`config.mk`:
```
export PLATFORM = sky130hd
export DESIGN_NAME = multi_channel_watchdog
export DESIGN_NICKNAME = d
export VERILOG_FILES = /design/src/rtl/wdt_pkg.sv /design/src/rtl/wdt_channel.sv /design/src/rtl/multi_channel_watchdog.sv
export SDC_FILE = /design/constraint.sdc
export NUM_CORES = 1
export LEC_CHECK = 0
export CAP_MARGIN = 20
export CORE_UTILIZATION = 37
export DETAILED_ROUTE_END_ITERATION = 12
export SETUP_SLACK_MARGIN = 0.1
export SYNTH_ARGS = -nofsm -noshare
export SYNTH_HDL_FRONTEND = slang
export SYNTH_SLANG_ARGS = --single-unit
```
`constraint.sdc`:
```
create_clock -name clk -period 3.1 [get_ports clk]
set_clock_uncertainty 0.05 [all_clocks]
set_input_delay 0.62 -clock clk [delete_from_list [all_inputs] [get_ports clk]]
set_output_delay 0.62 -clock clk [all_outputs]
set_load 0.05 [all_outputs]
```
`src/rtl/wdt_pkg.sv`:
```
`default_nettype none
// ------------------------------------------------------------------
// wdt_pkg : shared types and helpers for multi_channel_watchdog
// Rev 1.0
// ------------------------------------------------------------------
package wdt_pkg;

  typedef enum logic [1:0] {
    IDLE    = 2'd0,
    RUN     = 2'd1,
    EXPIRED = 2'd2
  } wdt_state_e;

  // Channel-select width; a single channel still needs a 1-bit select.
  function automatic int calc_chw(input int n);
    return (n <= 1) ? 1 : $clog2(n);
  endfunction

endpackage
`default_nettype wire

```
`src/rtl/wdt_channel.sv`:
```
`default_nettype none
// ------------------------------------------------------------------
// wdt_channel : one watchdog channel (config, FSM, counter, status)
// Rev 1.0
// ------------------------------------------------------------------
module wdt_channel
  import wdt_pkg::*;
#(
  parameter int TIMR_WIDTH = 16
) (
  input  logic                  clk,
  input  logic                  reset,
  input  logic                  tick_i,
  input  logic                  cfg_we_i,
  input  logic [TIMR_WIDTH-1:0] cfg_load_i,
  input  logic [TIMR_WIDTH-1:0] cfg_window_i,
  input  logic                  cfg_win_en_i,
  input  logic                  start_i,
  input  logic                  stop_i,
  input  logic                  kick_i,
  input  logic                  sts_clear_i,
  output logic                  expired_o,
  output logic                  timeout_sts_o,
  output logic                  early_sts_o
);

  wdt_state_e            state_q, state_d;
  logic [TIMR_WIDTH-1:0] count_q, count_d;
  logic [TIMR_WIDTH-1:0] load_q, window_q;
  logic                  win_en_q;
  logic                  expired_q, timeout_q, early_q;
  logic                  set_timeout, set_early;

  always_comb begin
    state_d     = state_q;
    count_d     = count_q;
    set_timeout = 1'b0;
    set_early   = 1'b0;
    if (stop_i) begin
      state_d = IDLE;
    end else if (start_i) begin
      state_d = RUN;
      count_d = load_q;
    end else if (state_q == RUN) begin
      // A kick takes the whole cycle; a coincident tick is not applied.
      if (kick_i) begin
        if (win_en_q && (count_q > window_q)) begin
          state_d   = EXPIRED;
          set_early = 1'b1;
        end else begin
          count_d = load_q;
        end
      end else if (tick_i) begin
        if (count_q == '0) begin
          state_d     = EXPIRED;
          set_timeout = 1'b1;
        end else begin
          count_d = count_q - TIMR_WIDTH'(1);
        end
      end
    end
  end

  always_ff @(posedge clk) begin
    if (reset) begin
      state_q   <= IDLE;
      count_q   <= '0;
      load_q    <= '1;
      window_q  <= '0;
      win_en_q  <= 1'b0;
      expired_q <= 1'b0;
      timeout_q <= 1'b0;
      early_q   <= 1'b0;
    end else begin
      state_q   <= state_d;
      count_q   <= count_d;
      expired_q <= (state_d == EXPIRED);
      timeout_q <= set_timeout | (timeout_q & ~sts_clear_i);
      early_q   <= set_early | (early_q & ~sts_clear_i);
      if (cfg_we_i) begin
        load_q   <= cfg_load_i;
        window_q <= cfg_window_i;
        win_en_q <= cfg_win_en_i;
      end
    end
  end

  assign expired_o     = expired_q;
  assign timeout_sts_o = timeout_q;
  assign early_sts_o   = early_q;

endmodule
`default_nettype wire

```
`src/rtl/multi_channel_watchdog.sv`:
```
`default_nettype none
// ------------------------------------------------------------------
// multi_channel_watchdog : NUM_CH watchdogs sharing one prescaler
// Rev 1.0
// ------------------------------------------------------------------
module multi_channel_watchdog
  import wdt_pkg::*;
#(
  parameter int NUM_CH      = 4,
  parameter int TIMR_WIDTH  = 16,
  parameter int PRESC_WIDTH = 8
) (
  input  logic                          clk,
  input  logic                          reset,
  input  logic [PRESC_WIDTH-1:0]        presc_div,
  input  logic                          cfg_we,
  input  logic [calc_chw(NUM_CH)-1:0]   cfg_ch,
  input  logic [TIMR_WIDTH-1:0]         cfg_load,
  input  logic [TIMR_WIDTH-1:0]         cfg_window,
  input  logic                          cfg_win_en,
  input  logic [NUM_CH-1:0]             start,
  input  logic [NUM_CH-1:0]             stop,
  input  logic [NUM_CH-1:0]             kick,
  input  logic [NUM_CH-1:0]             sts_clear,
  output logic [NUM_CH-1:0]             expired,
  output logic [NUM_CH-1:0]             timeout_sts,
  output logic [NUM_CH-1:0]             early_sts,
  output logic                          irq
);

  localparam int CHW = calc_chw(NUM_CH);

  logic [PRESC_WIDTH-1:0] presc_q, presc_d;
  logic                   tick;
  logic                   irq_q;

  assign tick    = (presc_q == '0);
  assign presc_d = tick ? presc_div : presc_q - PRESC_WIDTH'(1);

  always_ff @(posedge clk) begin
    if (reset) begin
      presc_q <= '0;
      irq_q   <= 1'b0;
    end else begin
      presc_q <= presc_d;
      irq_q   <= |(timeout_sts | early_sts);
    end
  end

  assign irq = irq_q;

  // Select values at or above NUM_CH match no channel and are dropped.
  for (genvar i = 0; i < NUM_CH; i++) begin : g_ch
    logic ch_we;
    assign ch_we = cfg_we && (cfg_ch == CHW'(i));

    wdt_channel #(
      .TIMR_WIDTH(TIMR_WIDTH)
    ) u_ch (
      .clk          (clk),
      .reset        (reset),
      .tick_i       (tick),
      .cfg_we_i     (ch_we),
      .cfg_load_i   (cfg_load),
      .cfg_window_i (cfg_window),
      .cfg_win_en_i (cfg_win_en),
      .start_i      (start[i]),
      .stop_i       (stop[i]),
      .kick_i       (kick[i]),
      .sts_clear_i  (sts_clear[i]),
      .expired_o    (expired[i]),
      .timeout_sts_o(timeout_sts[i]),
      .early_sts_o  (early_sts[i])
    );
  end

endmodule
`default_nettype wire

```
; ---- After elaboration in Yosys (flattened, before gate mapping)
; Index checks and enable logic that the tools add are counted.
[classes]
mux = 97
magnitude_cmp = 4
n_reduce_logical = 27
n_addsub = 5
bitwise = 25
n_eq_ne = 19
[ops]
columns = op, n
row1 = $mux W16, 24
row2 = $gt A16 B16 Y1, 4
row3 = $logic_not A16 Y1, 4
row4 = $sub A16 B1 Y16 const B, 4
row5 = $mux W2, 28
row6 = $mux W1, 44
row7 = $ne A3 B3 Y1 const B, 8
row8 = $reduce_and A5 Y1, 4
row9 = $eq A2 B2 Y1 const B, 6
row10 = $reduce_bool A3 Y1, 4
row11 = $eq A2 B1 Y1 const B, 5
row12 = $and A1 B1 Y1, 8
row13 = $logic_and A1 B1 Y1, 8
row14 = $logic_not A8 Y1, 1
row15 = $mux W8, 1
row16 = $not A1 Y1, 8
row17 = $or A1 B1 Y1, 8
row18 = $reduce_bool A2 Y1, 4
row19 = $sub A8 B1 Y8 const B, 1
row20 = $or A4 B4 Y4, 1
row21 = $reduce_or A4 Y1, 1
row22 = $logic_not A2 Y1, 1
[totals]
regBits = 225
inputBits = 62

; ---- Depth between registers and ports, before layout
; Gate-level depths: netlist (run 1).
[depth]
word_depth = 8
mapped_depth = 12

; ---- Hierarchy
; Synthesis (run 1) repeated with hierarchy kept, for this count alone.
[unflattened]
cells_unflattened = 1433
area_unflattened_um2 = 12280.5
[by_module_without_submodules]
columns = module, cells_each, instances, area_per_inst_um2
row1 = wdt_channel at g_ch[0].u_ch ..., 345, 3, 2952.8
row2 = wdt_channel at g_ch[3].u_ch, 340, 1, 2904.0
row3 = multi_channel_watchdog, 58, 1, 518.0

; ---- Worst setup path before layout (run 1)
; No wires, ideal clock.
[synth_path]
path_kind = reg2reg
start = register g_ch[0].u_ch.count_q[0]
end = register g_ch[0].u_ch.count_q[14]
synth_period_minus_slack_ns = 2.698
arrival_time_ns = 2.578
path_buffers = 2
path_stages_with_launch = 12
slack_ns = 0.402
t_required_ns = 2.980
path_cell_list = dfxtp_1 inv_1 ha_1 nor3b_1 nand3b_1 or4_1 o21ai_2 or2_0 buf_6 buf_2 o21ai_0 a21oi_1
[synth_between]
elab_chain_len = 6
[synth_rtl]
columns = element, line
row1 = start: declaration, wdt_channel.sv:28  ; logic [TIMR_WIDTH-1:0] count_q, count_d;
row2 = start signal: assignment, wdt_channel.sv:76  ; count_q <= count_d;
row3 = $sub A16 B1 Y16, wdt_channel.sv:58  ; count_d = count_q - TIMR_WIDTH'(1);
row4 = $mux W16, wdt_channel.sv:54  ; if (count_q == '0) begin
row5 = $mux W16, wdt_channel.sv:53  ; end else if (tick_i) begin
row6 = $mux W16, wdt_channel.sv:46  ; if (kick_i) begin
row7 = $mux W16, wdt_channel.sv:44  ; end else if (state_q == RUN) begin
row8 = $mux W16, wdt_channel.sv:41  ; end else if (start_i) begin
; Parallel ways exist; a longest one is shown, timed or not. The select of a mux whose other input is x is not followed.
; A chain may end at the register's enable or synchronous reset.

; ---- Final worst setup path (run 1)
[layout_path]
start = register presc_q[3]
end = register g_ch[1].u_ch.count_q[5]
[layout_between]
elab_chain_len = 3
[layout_rtl]
columns = element, line
row1 = start: declaration, multi_channel_watchdog.sv:33  ; logic [PRESC_WIDTH-1:0] presc_q, presc_d;
row2 = start signal: assignment, multi_channel_watchdog.sv:45  ; presc_q <= presc_d;
row3 = $logic_not A8 Y1, multi_channel_watchdog.sv:37  ; assign tick = (presc_q == '0);
row4 = $reduce_bool A3 Y1 (no line), --
row5 = $reduce_and A5 Y1 (no line), --
row6 = end signal: assignment, wdt_channel.sv:76
row7 = end: declaration, wdt_channel.sv:28
; Every way passes these cells.

==> impl_results.md, run 1 <==
* Total grt overflow at 0
* Total CTS buffers at 26
* Port Buf Inserts at 74
* Detailed placement HPWL at 23.3 mm
* Crit-path cells: or4_4, or3_1, buf_4, a221o_1, or2_2, o21ai_0, a21oi_1
* Pre-Repair DR Iteration Count at 6
* Ys async rst share at 0
* Area leader, netlist: dfxtp_1
* Final instance area at 0.0136 mm²
* Syn_area_per_cell at 7.53 µm²
* Placed instance area at 0.0127 mm²
* Stages on the worst setup path at 7
* Clock network power share at 0.393
* Worst slack at placement at 195 ps
* PnR worst setup slack at 311 ps
* Initial Util at 0.376
* Gr usage total at 0.218
* Combinational share of power at 0.216
* Cell variety after synth at 63
* Level count of the clock H-tree at 1
* Vias in the first global route at 9,853
* Reg-to-Reg Start: presc_q[3]
* Max Cap Viol at 0
* Fmax at 359 MHz
* IO Pins at 75
* Synth Register Bits at 225
* Endpoint of the worst-slack reg-to-reg timing path: g_ch[1].u_ch.count_q[5]
* Clk_lat worst skew at 530 ps
* P_int at 0.00592 W
* Largest net degree at the start of global routing at 96
* # rows at 64
* Minimum clock period after layout at 2790 ps
* Post-Syn Area at 0.0115 mm²
* Final nets at 1,707
* Starting DRC count in detailed routing at 817
* Clk sinks at 225
* Status: completed
* Final Hold Slack at 403 ps
* Placed Cells at 1,944
* Max Slew Vio Count at 0
* Worst r2r path cells at 7
* Static Leakage at 5.39 nW
* Syn Inst Count at 1,532
* RSZ-0062 raised after global routing: false
* CTS Buffer Depth at 3
* Post_cts resized at 0
* Measured slew at the worst slew-check pin at 1080 ps
* Final Hold Vio Count at 0
* CP top delay family: simple AND/OR/NAND/NOR gates
* Reg clk slew, reported paths at 60 ps
* Sw Share at 0.299
* CTS tree: done
* Crit-path max FO at 15
* Full die area at 0.0319 mm²
* CP Capture Type: register
* Avg WL per Cell at 17.2 µm
* Post-synth top flop: dfxtp_1
* Initial antenna violation count at 0
* Max-slew headroom at 0.282
* HP Class: reg -> reg
* Final period util at 0.900
* Die W at 179 µm
* Final wirelength at 34.3 mm
* Worst setup SP type: register
* Non-filler cells, final at 1,992
* Post-CTS Hold Fix Bufs at 0
* Worst IR Drop VDD at 0.385 mV
* Seq/Total Area, Yosys at 0.390
* First-pass GRT wire length at 54.0 mm
* Count leader, synth: nand2_1
* Area fraction of the dominant cell type after synthesis at 0.390
* Die height at 179 µm
* Post-CTS Setup Bufs at 0
* Antenna Cells at 0
* Ys Warns at 0
* Antenna viol nets, final at 0
* Detailed-route via count at 10,579
* Sw Pwr at 0.00252 W
* R2R setup slack at 310 ps
* Post-synth top cells: 350 x nand2_1, 225 x dfxtp_1, 176 x a21oi_1, 121 x nor2_1, 78 x inv_1
* DR DRC count at 0
* Crit path max-delay cell type: or4_4
* Net Count, Synth at 1,663
* Area grow syn2layout at 18.0%
* Power per cell area at 620 mW/mm²
* Critical Path Sink: g_ch[1].u_ch.count_q[5]
* CP Class: reg -> reg
* Routability cong. at 0.856
* Crit path from: presc_q[3]
* Setup tns final at 0 ps
* Reg power frac at 0.391
* Critical path buffer and inverter count at 1
* Crit path largest cell delay at 570 ps
* Share of cells above drive strength 1 at 0.0708
* Synth area leaders: dfxtp_1 39%, nand2_1 11%, a21oi_1 7.6%, ha_1 7.5%, nor2_1 3.9%
* Core Region at 0.0307 mm²
* Clock Tree Root: clkbuf_16
* Final setup vio count at 0
* CP required at 3440 ps
* Number of synthesized flops with an enable pin at 0
* Vias per cell at 5.31
* WP data arrival at 3130 ps
[layout by cell type, fill, tap and decap left out, types with 12 or more instances in the layout]
master           instances
nor2_1                 119
buf_4                   37
a21oi_1                176
nand3b_1                27
nor2b_1                 12
nand3_1                 57
or2_2                   13
nor3_1                  27
mux2i_1                 16
xnor2_1                 15
nand2_1                350
nand4_1                 14
inv_1                   78
o21ai_0                 65
ha_1                    69
clkbuf_16               27
clkdlybuf4s50_1         73
nor4_1                  22
or3_1                   16
dfxtp_1                225
[tightest hold or removal path, delay by kind of cell (launching register included)]
kind / cells / cell delay [ps]
and+or+nand+nor: 1 / 50
DFF: 1 / 300
AOI/OAI and AO/OA: 1 / 50
[power groups by stage]
stage	Combinational (W)	Clock (W)	Sequential [W]
2_1_floorplan	0.00123	0	0.00329
3_3_place_gp	0.00178	0	0.00335
3_5_place_dp	0.00181	0	0.00335
4_1_cts	0.00182	0.00339	0.00329
5_1_grt	0.00204	0.00351	0.00332
6_report	0.00182	0.00332	0.00330
[kinds of logic after synthesis]
| group | Yosys count | share of synthesized area |
|---|---|---|
| AND/OR/NAND/NOR | 697 | 0.273 |
| AO/OA/AOI/OAI | 327 | 0.168 |
| flip-flops | 225 | 0.390 |
| buffers and inverters | 176 | 0.0629 |
| adder cells (fa/ha/maj) | 69 | 0.0748 |
| XOR/XNOR | 22 | 0.0167 |
| multiplexers | 16 | 0.0139 |
[how the worst min path moves through the flow]
stage                                    from                         to  depth (start not counted)
finish              g_ch[1].u_ch.window_q[15]  g_ch[1].u_ch.window_q[15]                          2
global route                            reset  g_ch[3].u_ch.window_q[13]                          2
CTS                                     reset  g_ch[3].u_ch.window_q[13]                          2
detailed placement   g_ch[3].u_ch.window_q[7]   g_ch[3].u_ch.window_q[7]                          2
global placement    g_ch[2].u_ch.window_q[13]  g_ch[2].u_ch.window_q[13]                          2
floorplan              g_ch[1].u_ch.load_q[7]     g_ch[1].u_ch.load_q[7]                          2
[per-stage QoR]
step / power, W / util
global route: 0.00887 / 0.444
detailed placement: 0.00516 / 0.413
floorplan: 0.00452 / -
finish: 0.00844 / 0.444
CTS: 0.00850 / 0.444
global placement: 0.00512 / 0.413
[per-layer routing]
metal	wire length [µm]	vias up	GRT usage
li1	-	5332	-
met1	16200	4970	0.293
met2	15400	224	0.352
met3	1660	51	0.0358
met4	993	2	0.0674
met5	63	-	0.0160
[sequential cells by signal (all words and copies together) (netlist names)]
name,count
g_ch.u_ch.early_sts_o,4
presc_q,8
g_ch.u_ch.load_q,64
g_ch.u_ch.timeout_sts_o,4
g_ch.u_ch.expired_o,4
irq,1
g_ch.u_ch.count_q,64
g_ch.u_ch.state_q,8
g_ch.u_ch.win_en_q,4
g_ch.u_ch.window_q,64
[area by class of cell]
| class | count | area [µm²] |
|---|---|---|
| fill | 3127 | 17100 |
| multi-input combinational | 1131 | 6320 |
| sequential | 225 | 4500 |
| timing repair buffer | 113 | 1060 |
| clock buffer | 35 | 766 |
| tap | 396 | 495 |
| inverter | 79 | 297 |
| clock inverter | 13 | 169 |
Power figures use the tool's default switching activity.
==> run 2: changes to the inputs <==
- CTS_CLUSTER_DIAMETER: unset -> 150
- GPL_ROUTABILITY_DRIVEN: unset -> 0
==> results of run 2 <==
The final DEF is identical to that of run 1; final timing and power are the same.
==> run 3: changes to the inputs <==
- CTS_CLUSTER_SIZE: unset -> 14
==> impl_results.md, run 3 (synthesis results as in run 1) <==
* Commonest cells after routing, fill and taps aside: 350 x nand2_1, 225 x dfxtp_1, 176 x a21oi_1
* HP Class: reg -> reg
* Final setup vio count at 0 (unchanged)
* CP required at 3450 ps (about the same)
* R2R setup slack at 290 ps (-20 ps)
* Static Leakage at 5.19 nW (-3.8%)
* Reg clk slew, reported paths at 70 ps (about the same)
* Max Slew Vio Count at 0 (unchanged)
* Power per cell area at 562 mW/mm² (-9.4%)
* Vias in the first global route at 9,768 (-0.86%)
* Vias per cell at 5.38 (+1.3%)
* Antenna viol nets, final at 0 (unchanged)
* Share of cells above drive strength 1 at 0.0567 (-0.0142)
* PnR worst setup slack at 292 ps (-18.5 ps)
* Max-slew headroom at 0.283 (+0.00107)
* Sw Pwr at 0.00236 W (-6.3%)
* Endpoint of the worst-slack reg-to-reg timing path: g_ch[3].u_ch.count_q[2]
* Worst setup SP type: register
* Area grow syn2layout at 14.6%
* Die height at 179 µm (unchanged)
* WP data arrival at 3160 ps (+30 ps)
* Starting DRC count in detailed routing at 829 (+1.5%)
* Detailed placement HPWL at 23.3 mm (unchanged)
* Avg WL per Cell at 17.3 µm (+0.66%)
* Initial Util at 0.376 (unchanged)
* Placed Cells at 1,944 (unchanged)
* Final instance area at 0.0132 mm² (-2.9%)
* RSZ-0062 raised after global routing: false
* Final Hold Vio Count at 0 (unchanged)
* Pre-Repair DR Iteration Count at 5 (-1)
* Sw Share at 0.318 (+0.0193)
* First-pass GRT wire length at 53.6 mm (-0.81%)
* Clock Tree Root: clkbuf_16
* P_int at 0.00506 W (-14%)
* Worst slack at placement at 195 ps (unchanged)
* Clock network power share at 0.311 (-0.082)
* Total grt overflow at 0 (unchanged)
* Final period util at 0.906 (+0.00598)
* CTS Buffer Depth at 3 (unchanged)
* Largest net degree at the start of global routing at 96 (unchanged)
* Final nets at 1,701 (-0.35%)
* Gr usage total at 0.217 (-0.000967)
* Total CTS buffers at 20 (-23%)
* Hold endpoint: g_ch[1].u_ch.window_q[1]
* Status: completed
* DR DRC count at 0 (unchanged)
* Max Cap Viol at 0 (unchanged)
* Die W at 179 µm (unchanged)
* Clk_lat worst skew at 510 ps (-20 ps)
* IO Pins at 75 (unchanged)
* Clk sinks at 225 (unchanged)
* # rows at 64 (unchanged)
* Final Hold Slack at 404 ps (+1.22 ps)
* Largest regs: g_ch.u_ch.count_q x64, g_ch.u_ch.load_q x64, g_ch.u_ch.window_q x64
* Commonest non-fill, non-tap cell in the layout: nand2_1
* Worst r2r path cells at 10 (+3)
* Minimum clock period after layout at 2810 ps (+18.5 ps)
* Full die area at 0.0319 mm² (unchanged)
* Combinational share of power at 0.245 (+0.029)
* Hold depth at 2 (unchanged)
* Placed instance area at 0.0127 mm² (unchanged)
* Port Buf Inserts at 74 (unchanged)
* Non-filler cells, final at 1,967 (-1.3%)
* CTS tree: done
* Post-CTS Hold Fix Bufs at 0 (unchanged)
* Reg power frac at 0.444 (+0.053)
* Initial antenna violation count at 0 (unchanged)
* Antenna Cells at 0 (unchanged)
* Detailed-route via count at 10,581 (+0.019%)
* Final wirelength at 34.1 mm (-0.60%)
* Fmax at 356 MHz (-0.66%)
* Post_cts resized at 0 (unchanged)
* Core Region at 0.0307 mm² (unchanged)
* Hold Startpoint: g_ch[1].u_ch.window_q[1]
* Level count of the clock H-tree at 1 (unchanged)
* Measured slew at the worst slew-check pin at 1070 ps (-1.60 ps)
* Post-CTS Setup Bufs at 0 (unchanged)
* Crit-path max FO at 20 (+5)
* CP Class: reg -> reg
* CP Capture Type: register
* Reg-to-Reg Start: g_ch[3].u_ch.window_q[15]
* Worst IR Drop VDD at 0.354 mV (-8.3%)
* Setup tns final at 0 ps (unchanged)
run 3: cell count changes in the layout (fill, tap and decap cells not counted):
cell / delta
clkbuf_1: -1
bufinv_16: -4
clkinv_2: -8
inv_6: -1
clkinv_8: +1
clkbuf_16: -6
clkbuf_8: -6
run 3: final cells by class:
class / instances / area, µm²
multi-input combinational: 1131 / 6320
clock inverter: 1 / 16.3
fill: 3164 / 17400
sequential: 225 / 4500
timing repair buffer: 113 / 1060
tap: 396 / 495
clock buffer: 22 / 529
inverter: 79 / 297
run 3: power by group through the flow:
stage               clock network [W]  registers, W  logic (W)
floorplan                           0       0.00329    0.00123
global placement                    0       0.00335    0.00178
detailed placement                  0       0.00335    0.00181
CTS                           0.00237       0.00329    0.00182
global route                  0.00246       0.00332    0.00204
finish                        0.00231       0.00330    0.00182
run 3: worst max path at each step:
stage / startpoint / to / slack [ps] / cells after the start
2_1_floorplan: g_ch[0].u_ch.count_q[0] / g_ch[0].u_ch.count_q[14] / 400 / 11
3_3_place_gp: start[0] / g_ch[0].u_ch.count_q[10] / 270 / 9
3_5_place_dp: start[0] / g_ch[0].u_ch.count_q[10] / 190 / 9
4_1_cts: g_ch[0].u_ch.count_q[0] / g_ch[0].u_ch.expired_o / 290 / 9
5_1_grt: g_ch[0].u_ch.count_q[0] / g_ch[0].u_ch.expired_o / 130 / 9
6_report: g_ch[3].u_ch.window_q[15] / g_ch[3].u_ch.count_q[2] / 290 / 10
run 3: per-stage QoR:
step	util	total power (W)
floorplan	-	0.00452
global placement	0.413	0.00512
detailed placement	0.413	0.00516
CTS	0.431	0.00748
global route	0.431	0.00783
finish	0.431	0.00743
run 3: layer usage:
metal | global-route usage | share of wire
met5 | 0.0160 | 0.0020
met2 | 0.352 | 0.45
met1 | 0.293 | 0.47
met3 | 0.0303 | 0.045
met4 | 0.0678 | 0.032
run 3: critical path, cell delays in order, from the launching register on:
cell,delay (ps)
dfxtp_1,350
inv_1,50
ha_1,310
nand4_1,180
or4_1,570
nand3_1,100
a31oi_1,90
a22oi_2,220
buf_4,330
o21ai_0,150
a32o_1,280
